[config.mk]
export PLATFORM = sky130hd
export DESIGN_NAME = instr_fetch_unit
export DESIGN_NICKNAME = d
export VERILOG_FILES = /design/src/rtl/instr_fetch_unit.sv
export SDC_FILE = /design/constraint.sdc
export NUM_CORES = 1
export LEC_CHECK = 0
export CAP_MARGIN = 20
export CORE_UTILIZATION = 40
export CTS_CLUSTER_SIZE = 10
export DETAILED_ROUTE_END_ITERATION = 8
export GPL_TIMING_DRIVEN = 1
export HOLD_SLACK_MARGIN = 0.12
export PLACE_DENSITY_LB_ADDON = 0.1
export SYNTH_ARGS = -nofsm -noshare
export SYNTH_HDL_FRONTEND = slang
export SYNTH_SLANG_ARGS = --single-unit
[constraint.sdc]
create_clock -name clk -period 3.1 [get_ports clk]
set_clock_uncertainty 0.2 [all_clocks]
set_input_delay 0.775 -clock clk [delete_from_list [all_inputs] [get_ports clk]]
set_output_delay 0.775 -clock clk [all_outputs]
set_load 0.03 [all_outputs]
[src/rtl/instr_fetch_unit.sv]
// instr_fetch_unit: fetches instruction words, buffers {word, pc} in a small
// prefetch FIFO and hands them to decode over a valid/ready handshake.
// Taken-branch redirects flush the FIFO and restart fetch at the target.
// Optional build macro: FETCH_MISALIGN_CHECK_EN adds the fetch_misalign output
// and halts fetch on a redirect target that is not word aligned.
module instr_fetch_unit #(
  parameter int unsigned DEPTH     = 4,
  parameter logic [31:0] RESET_PC  = 32'hBFC00000,
  parameter logic [31:0] NOP_INSTR = 32'h00000013
) (
  input  logic        clk,
  input  logic        rst,
  output logic        mem_req,
  output logic [31:0] mem_addr,
  input  logic        mem_ready,
  input  logic        mem_rvalid,
  input  logic [31:0] mem_rdata,
  output logic        instr_valid,
  output logic [31:0] instr,
  output logic [31:0] instr_pc,
  input  logic        instr_ready,
  input  logic        redirect_valid,
  input  logic [31:0] redirect_pc
`ifdef FETCH_MISALIGN_CHECK_EN
  ,
  output logic        fetch_misalign
`endif
);

  localparam int unsigned    PW      = $clog2(DEPTH);
  localparam int unsigned    CW      = $clog2(DEPTH) + 1;
  localparam logic [CW-1:0]  DEPTH_C = CW'(DEPTH);

  localparam logic [1:0] ST_IDLE = 2'd0;
  localparam logic [1:0] ST_REQ  = 2'd1;
  localparam logic [1:0] ST_WAIT = 2'd2;

  logic [1:0]    state_q, state_d;
  // fetch_pc_q: next address to request once the current request is done
  logic [31:0]   fetch_pc_q, fetch_pc_d;
  // req_addr_q: address presented on mem_addr / owned by the outstanding request
  logic [31:0]   req_addr_q, req_addr_d;
  logic          drop_q, drop_d;
  logic [PW-1:0] rd_ptr_q, rd_ptr_d;
  logic [PW-1:0] wr_ptr_q, wr_ptr_d;
  logic [CW-1:0] count_q, count_d;
  logic [31:0]   instr_mem [DEPTH];
  logic [31:0]   pc_mem    [DEPTH];
  logic          push, pop, start_req, halt;
  logic [31:0]   target;

`ifdef FETCH_MISALIGN_CHECK_EN
  logic misalign_q, misalign_d;

  // Every redirect re-evaluates alignment; only an aligned one clears the halt
  always_comb begin
    misalign_d = misalign_q;
    if (redirect_valid) misalign_d = (redirect_pc[1:0] != 2'b00);
  end

  // Sticky misalignment flag
  always_ff @(posedge clk or posedge rst) begin
    if (rst) misalign_q <= 1'b0;
    else     misalign_q <= misalign_d;
  end

  assign fetch_misalign = misalign_q;
  assign halt           = misalign_d;
`else
  // Target low bits are simply discarded in this build
  logic unused_pc_bits;
  assign unused_pc_bits = ^redirect_pc[1:0];
  assign halt           = 1'b0;
`endif

  // Next-state: response/drop handling, FIFO bookkeeping and fetch sequencing
  always_comb begin
    state_d    = state_q;
    fetch_pc_d = fetch_pc_q;
    req_addr_d = req_addr_q;
    drop_d     = drop_q;
    rd_ptr_d   = rd_ptr_q;
    wr_ptr_d   = wr_ptr_q;
    count_d    = count_q;
    push       = 1'b0;
    start_req  = 1'b0;
    pop        = instr_valid & instr_ready;
    target     = {redirect_pc[31:2], 2'b00};

    if (redirect_valid) fetch_pc_d = target;

    // A response arriving with a redirect is stale; otherwise a redirect marks
    // the single in-flight (or about-to-be-accepted) request for discard.
    if (state_q == ST_WAIT) begin
      if (mem_rvalid) begin
        push   = ~drop_q & ~redirect_valid;
        drop_d = 1'b0;
      end else if (redirect_valid) begin
        drop_d = 1'b1;
      end
    end else if (state_q == ST_REQ && redirect_valid) begin
      drop_d = 1'b1;
    end

    if (redirect_valid) begin
      rd_ptr_d = '0;
      wr_ptr_d = '0;
      count_d  = '0;
    end else begin
      if (push) wr_ptr_d = wr_ptr_q + PW'(1);
      if (pop)  rd_ptr_d = rd_ptr_q + PW'(1);
      if (push && !pop)      count_d = count_q + CW'(1);
      else if (pop && !push) count_d = count_q - CW'(1);
    end

    // Outstanding is zero whenever a new request is considered, so free slots
    // are simply DEPTH minus the post-update occupancy.
    case (state_q)
      ST_IDLE: start_req = ~halt & (count_d < DEPTH_C);
      ST_REQ:  if (mem_ready) state_d = ST_WAIT;
      ST_WAIT: begin
        if (mem_rvalid) begin
          start_req = ~halt & (count_d < DEPTH_C);
          if (!start_req) state_d = ST_IDLE;
        end
      end
      default: state_d = ST_IDLE;
    endcase

    // Latch the request address now and advance, so a later redirect while
    // the request waits for acceptance cannot disturb mem_addr.
    if (start_req) begin
      state_d    = ST_REQ;
      req_addr_d = fetch_pc_d;
      fetch_pc_d = fetch_pc_d + 32'd4;
    end
  end

  // Control and pointer state
  always_ff @(posedge clk or posedge rst) begin
    if (rst) begin
      state_q    <= ST_IDLE;
      fetch_pc_q <= RESET_PC;
      req_addr_q <= RESET_PC;
      drop_q     <= 1'b0;
      rd_ptr_q   <= '0;
      wr_ptr_q   <= '0;
      count_q    <= '0;
    end else begin
      state_q    <= state_d;
      fetch_pc_q <= fetch_pc_d;
      req_addr_q <= req_addr_d;
      drop_q     <= drop_d;
      rd_ptr_q   <= rd_ptr_d;
      wr_ptr_q   <= wr_ptr_d;
      count_q    <= count_d;
    end
  end

  // FIFO storage: word plus the PC of the request that fetched it
  always_ff @(posedge clk) begin
    if (push) begin
      instr_mem[wr_ptr_q] <= mem_rdata;
      pc_mem[wr_ptr_q]    <= req_addr_q;
    end
  end

  assign mem_req     = (state_q == ST_REQ);
  assign mem_addr    = req_addr_q;
  assign instr_valid = (count_q != '0);
  assign instr       = instr_valid ? instr_mem[rd_ptr_q] : NOP_INSTR;
  assign instr_pc    = instr_valid ? pc_mem[rd_ptr_q] : 32'h0;

endmodule

### Word-level counts from Yosys, hierarchy flattened

Memory sizes are Yosys's and may differ from the RTL's.
Cells that the tools add are included.

* input bits: 70
* memories kept: 2
* word-level logic and storage cells: 64
* register bits: 74
* output and inout port bits: 98
* memory bits (writable): 256

Memories
* instr_mem: words 4, bits a word 32, rd ports 1, clocked after Yosys merged registers in 0, wr ports 1, line 47 `logic [31:0] instr_mem [DEPTH];`
* pc_mem: words 4, bits a word 32, rd ports 1, clocked after Yosys merged registers in 0, wr ports 1, line 48 `logic [31:0] pc_mem [DEPTH];`

* bitwise logic cells: 4
* add/subtract/negate cells: 5
* muxes and demuxes: 26
* eq/ne operators: 7
* reductions and logical operators: 12
* $lt $le $gt $ge: 1

Operators by type and width (number)
* $mux 32: 4
* $add 32x3->32 const B: 1
* $mux 2: 8
* $mux 1: 9
* $mux 3: 3
* $ne 3x3->1 const B: 3
* $pmux 2 s3: 1
* $reduce_bool 2->1: 3
* $add 2x1->2 const B: 2
* $reduce_and 4->1: 1
* $add 3x1->3 const B: 1
* $logic_and 1x1->1: 3
* $lt 3x3->1 const B: 1
* $ne 3x1->1 const B: 1
* $reduce_bool 3->1: 1
* $sub 3x1->3 const B: 1
* $and 1x1->1: 2
* $eq 2x1->1 const B: 1
* $eq 2x2->1 const B: 1
* $logic_not 1->1: 2
* $logic_not 2->1: 1
* $ne 2x2->1 const B: 1
* $not 1->1: 2
* $pmux 1 s2: 1
* $reduce_and 2->1: 1

### Logic depth before layout (Yosys ltp)

* depth in word-level cells: 14
* gate-level depth with buffers: 13
* mapped depth without buffers: 10

### Least setup slack after synthesis

Ideal clock, no wire load.

* path kind: input port to flip-flop
* from: input redirect_valid
* to: memory instr_mem[0][0] (enable)
* stages: 4
* buffers on the path: 2
* path slack: -613 ps
* arrival time: 3084 ps
* required time: 2471 ps
* cells stage by stage: buf_6 nor4_4 clkbuf_1 and2_1

* longest elaborated chain between the ends: 6

RTL lines
* start, declared: line 22 `input logic redirect_valid,`
* $not 1->1: line 96 `push = ~drop_q & ~redirect_valid;`
* $and 1x1->1: line 96
* $mux 1: line 95 `if (mem_rvalid) begin`
* $mux 1: line 94 `if (state_q == ST_WAIT) begin`
* $mux 1: line 162 `if (push) begin`
* $mux 1 (implied by the code): line 163 `instr_mem[wr_ptr_q] <= mem_rdata;`
* end, declared: line 47

No other way between the ends.

### Worst setup path after layout

* from: register rd_ptr_q[0]
* to: output instr[1]

* longest elaborated chain between the ends: 2

RTL lines
* start, declared: line 44 `logic [PW-1:0] rd_ptr_q, rd_ptr_d;`
* start signal, assigned: line 154 `rd_ptr_q <= rd_ptr_d;`
* $mem_v2 4x32
* $mux 32: line 171 `assign instr = instr_valid ? instr_mem[rd_ptr_q] : NOP_INSTR;`
* end, declared: line 19 `output logic [31:0] instr,`

No other way between the ends.

==> metrics <==
outcome=finished, violations left; failing checks=negative setup slack; EDFF count, synth=about 260; RSZ-0062 raised after global routing=yes; Placed Cells incl. Taps=1425; clk buf depth=3; Critical Path End Type=output port; Startpoint Class=flop; register area share after synthesis=71.1%; CTS root buffer=clkbuf_16; GP Congestion=0.771; Cell variety after synth=50; Tightest Pin Transition=0.520 ns; via count of the first global-routing pass=7868; Initial Utilization=41.0%; WL/cell=19.4 microns; slack of the critical path=-0.0982 ns; Syn Nets=862; layout filler cell count=2707; leakage=6.46 nW; Clock Latency Late Sink=roughly 0.52 ns; Nets=about 1.1k; io pins=~170; Setup-failing EPs final=55; DRT antenna net count=0; worst hold path class=flop to flop; share of cells above drive strength 1=34.7%; Cell Area, Synth=13400 sq um; VDD IR-drop max=0.611 mV; area occupied by multi-input gates=3870 sq um; post-route design area=18100 sq um; Vias=7585; Worst Path Max Fanout=6; Top FF cell, synth=edfxtp_1; fin crit share=103%; Max Cap Viol=0; cts bufs inserted=39; Required @ worst endpoint=2.12 ns; register area=9570 sq um; global-route wire length before repair=45000 microns; die area=34300 sq um; width of the chip=between 150 and 200 microns; total track usage=17.3%; H-Tree Depth=2; CTS Sinks=330; fmax=between 0.3 and 0.4 GHz; non-filler cells, final=1515; #FFs+latches synth=330; synthesized area per cell=17.1 sq um; Post-DP HPWL=18800 microns; Slew Limit Fails=0; Area after DPL=16400 sq um; initial antenna violation count=2; DR pass1 iterations=4; grt total ovfl=0; WP data arrival=2.22 ns; final wirelength=29400 microns; PD cells=between 900 and 1000 nW/um^2; Syn Inst Count=784; asr flop ratio synth=22.4%; cell row count=between 60 and 70; hold_buf cts=0; Area growth syn-to-layout=34.6%; clock slew at reported path FFs=0.06 ns; post-route minimum period=3.20 ns; # port buffers=about 170; critical path class=flop to output port; DRC Markers=0; endpoints failing hold=0; CORE AREA=32800 sq um; pin count of the biggest net entering global routing=35; CTS tree=done; Final TNS setup=-1.82 ns; drt via density=approximately 5; antenna diode count=0; slew margin rel.=65.3%; DIE HEIGHT=185 microns; Yosys warnings=0; drt initial violations=approximately 330
[sequential cells by signal (all words and copies together) (netlist names)]
name and cells:
count_q 3, drop_q 1, fetch_pc_q 32, instr_mem 128, mem_addr 32, pc_mem 128, rd_ptr_q 2, state_q 2
wr_ptr_q 2
[cells in the mapped netlist (8+ instances only)]
master,count,area share (%)
nor3_1,11,0.41
and2_1,65,3.0
nor2_1,19,0.53
mux2i_1,19,1.4
edfxtp_1,256,57
mux4_2,64,11
buf_2,14,0.52
nand4_1,8,0.37
inv_1,8,0.22
ha_1,8,0.74
nand2_1,70,2.0
xor2_1,15,0.98
a21oi_1,11,0.41
dfrtp_1,56,10
clkbuf_1,16,0.45
dfstp_2,18,3.5
xnor2_1,22,1.4
o21ai_0,25,0.93
nor2b_1,12,0.56
[cells by family after synthesis]
kind of cell	share of synthesized area [%]
adder cells (fa/ha/maj)	0.745
buffers and inverters	1.59
AND/OR/NAND/NOR	8.42
AO/OA/AOI/OAI	2.68
multiplexers	13.0
XOR/XNOR	2.41
flip-flops	71.1
[worst max-delay path, cell delays in order, from the launching register on]
cell,delay [ns]
dfrtp_4,0.54
buf_12,0.18
buf_4,0.12
mux4_2,0.48
or2_4,0.24
buf_6,0.14
[report_power, final]
part / switching (mW) / internal [mW]
sequential: 0.439 / 5.40
combinational: 3.66 / 3.68
clock: 1.67 / 2.40
total: 5.77 / 11.5
[placed cells by master (no fill, tap or decap), drive strengths merged, types with 12 or more instances in the layout]
cell / count
dfstp: 18
dfrtp: 56
clkdlybuf4s50: 99
nand2: 71
buf: 161
mux2i: 22
xnor2: 22
and2: 65
a21oi: 12
mux4: 64
nor2: 19
clkbuf: 65
edfxtp: 256
o21ai: 25
xor2: 15
nor2b: 12
[layer usage]
metal  vias to the layer above  global-route usage (%)  wire [microns]
met5                         -                       0              22
met4                         4                    4.20             535
met3                        49                    3.78            1450
met2                       171                    29.2           14400
met1                      3853                    22.7           13000
li1                       3508                       -               -
[worst paths after layout]
kind / startpoint / end / slack (ns) / cells after the start
worst max-delay path: rd_ptr_q[0]$_DFFE_PP0P_ / instr[1] / -0.1 / 5
worst min-delay path: mem_addr[29]$_DFFE_PP1P_ / mem_addr[29]$_DFFE_PP1P_ / 0.29 / 2
worst max register to register: count_q[1]$_DFFE_PP0P_ / fetch_pc_q[30]$_DFF_PP0_ / 0.20 / 12
worst min register to register: mem_addr[29]$_DFFE_PP1P_ / mem_addr[29]$_DFFE_PP1P_ / 0.29 / 2
max in group asynchronous: rst / rd_ptr_q[1]$_DFFE_PP0P_ / 1.67 / 3
min in group asynchronous: rst / state_q[0]$_DFFE_PP0P_ / 0.41 / 2
[stage by stage]
| step | worst slack (ns) | util [%] | power (mW) | hold WS [ns] |
|---|---|---|---|---|
| 4_1_cts | -0.178 | 54.0 | 16.6 | 0.297 |
| 3_3_place_gp | -0.146 | 49.9 | 12.2 | 0.292 |
| 2_1_floorplan | 0.0114 | - | 9.40 | 0.280 |
| 3_5_place_dp | -0.185 | 49.9 | 12.2 | 0.290 |
| 6_report | -0.0982 | 55.2 | 17.2 | 0.291 |
| 5_1_grt | -0.186 | 55.2 | 18.1 | 0.322 |
[layout make-up]
class	count	share of cell area, %
clock buffer	62	6.04
clock inverter	3	0.159
inverter	8	0.173
multi-input combinational	407	21.4
sequential	330	52.9
tap	442	3.06
timing repair buffer	263	16.3
[timing repair]
action,CTS,global route
setup endpoints to repair,77,71
gates cloned,2,2
setup buffers,4,17
resized for setup,222,265
pin swaps,4,38
No activity file was read; power rests on OpenSTA's default activity.
==> patch (config.mk and constraints unchanged) <==
`NOP_INSTR`: 32'h00000013 -> 32'h00000010.
--- a/src/rtl/instr_fetch_unit.sv
+++ b/src/rtl/instr_fetch_unit.sv
@@ -8,3 +8,3 @@
   parameter logic [31:0] RESET_PC  = 32'hBFC00000,
-  parameter logic [31:0] NOP_INSTR = 32'h00000013
+  parameter logic [31:0] NOP_INSTR = 32'h00000010
 ) (
Check against the original RTL: not equivalent (Yosys sat finds a counterexample within 4 cycles, from zero or initial values and one cycle with rst high).
==> patch against the unedited design <==
- critical path depth is 1 higher
- sequential cell count stayed put
- the run still ends with setup timing left
- design area is 1.7% lower
- setup slack better by 0.046 ns
- register-to-register slack better by 0.04 ns
- power is 2.3% lower
- routed wire length is 2.2% lower
- synthesized area hardly changed
==> patch: results (changes against the unedited design) <==
Route
  • Via density per instance: 5.02 (was 5.01)
  • Met1 wire length: 13.0 mm (about the same)
  • Drt pass-1 iters: 7 (was 4)

Finish
  • Area of the multi-input gates: 3840 um^2 (was 3870 um^2)
  • Clock buffer count: 63 (was 62)
  • Layout cell share with drive strength beyond 1: 33.2% (was 34.7%)
  • Number of non-clock buffers in the layout: 246 (was 263)
  • Signal buf overhead: 14.9% (was 16.3%)
  • Fillcell total: 2680 (was 2707)
  • Antenna Cells: 1 (was 0)
  • ClkCell Share: 6.39% (was 6.20%)
  • Post-route cell area: 17800 um^2 (was 18100 um^2)

Timing
  • Measured slew at the worst slew-check pin: 0.401 ns (was 0.520 ns)
  • WHS: 0.291 ns (about the same)
  • Total negative slack: -0.511 ns (was -1.82 ns)
  • Setup violators final: 18 (was 55)
  • Final WS setup: -0.0520 ns (was -0.0982 ns)

Global route
  • Grt met1 use: 23.8% (was 22.7%)
  • GRT Total Usage: 17.3% (about the same)
  • Largest net degree at the start of global routing: 41 (was 35)
  • Met2 usage: 28.2% (was 29.2%)
  • Global-route wire length before repair: 44.6 mm (was 45.0 mm)
  • Met3 GRT Util: 3.36% (was 3.78%)
  • Vias in the first global route: 7848 (was 7868)

Critical path
  • Worst Setup EP: instr_pc[2] (was instr[1])
  • CP max stage delay: 0.50 ns (was 0.54 ns)
  • Reg2reg setup slack: 0.24 ns (was 0.20 ns)
  • WP data arrival: 2.18 ns (was 2.22 ns)

Status
  • Violated checks: setup timing (unchanged)
  • Status: finished with violations (unchanged)

Placed design
  • Pre-CTS WS: -0.198 ns (was -0.185 ns)
  • Placed wire-length estimate: 18.4 mm (was 18.8 mm)
-- patch: timing repair --
action / 4_1_cts / 5_1_grt
gates resized for setup: 286 / 19
setup endpoints to repair: 62 / 55
buffers inserted: 13 / 0
pin swaps: 16 / 1
gates cloned: 3 / 0
-- patch: kinds of logic (layout without fill, tap and decap cells) --
family                     after synthesis  after routing  synth area share, %
buffers and inverters                   47            320                 1.57
and+or+nand+nor                        211            211                 8.42
DFF                                    330            330                 71.1
other                                    0              1                    0
AOI/OAI and AO/OA                       58             58                 2.68
muxes                                   93             93                 13.0
xor gates and xnor gates                37             37                 2.41
adders and majority gates                8              8                0.745
-- patch: power by group through the flow --
stage	Clock, mW	Sequential, mW	Combinational (mW)
after floorplan	0	6.13	3.26
after global placement	0	5.91	6.14
after detailed placement	0	5.92	6.15
after CTS	4.21	5.82	7.10
after global routing	4.38	5.87	7.45
final	4.10	5.80	6.95
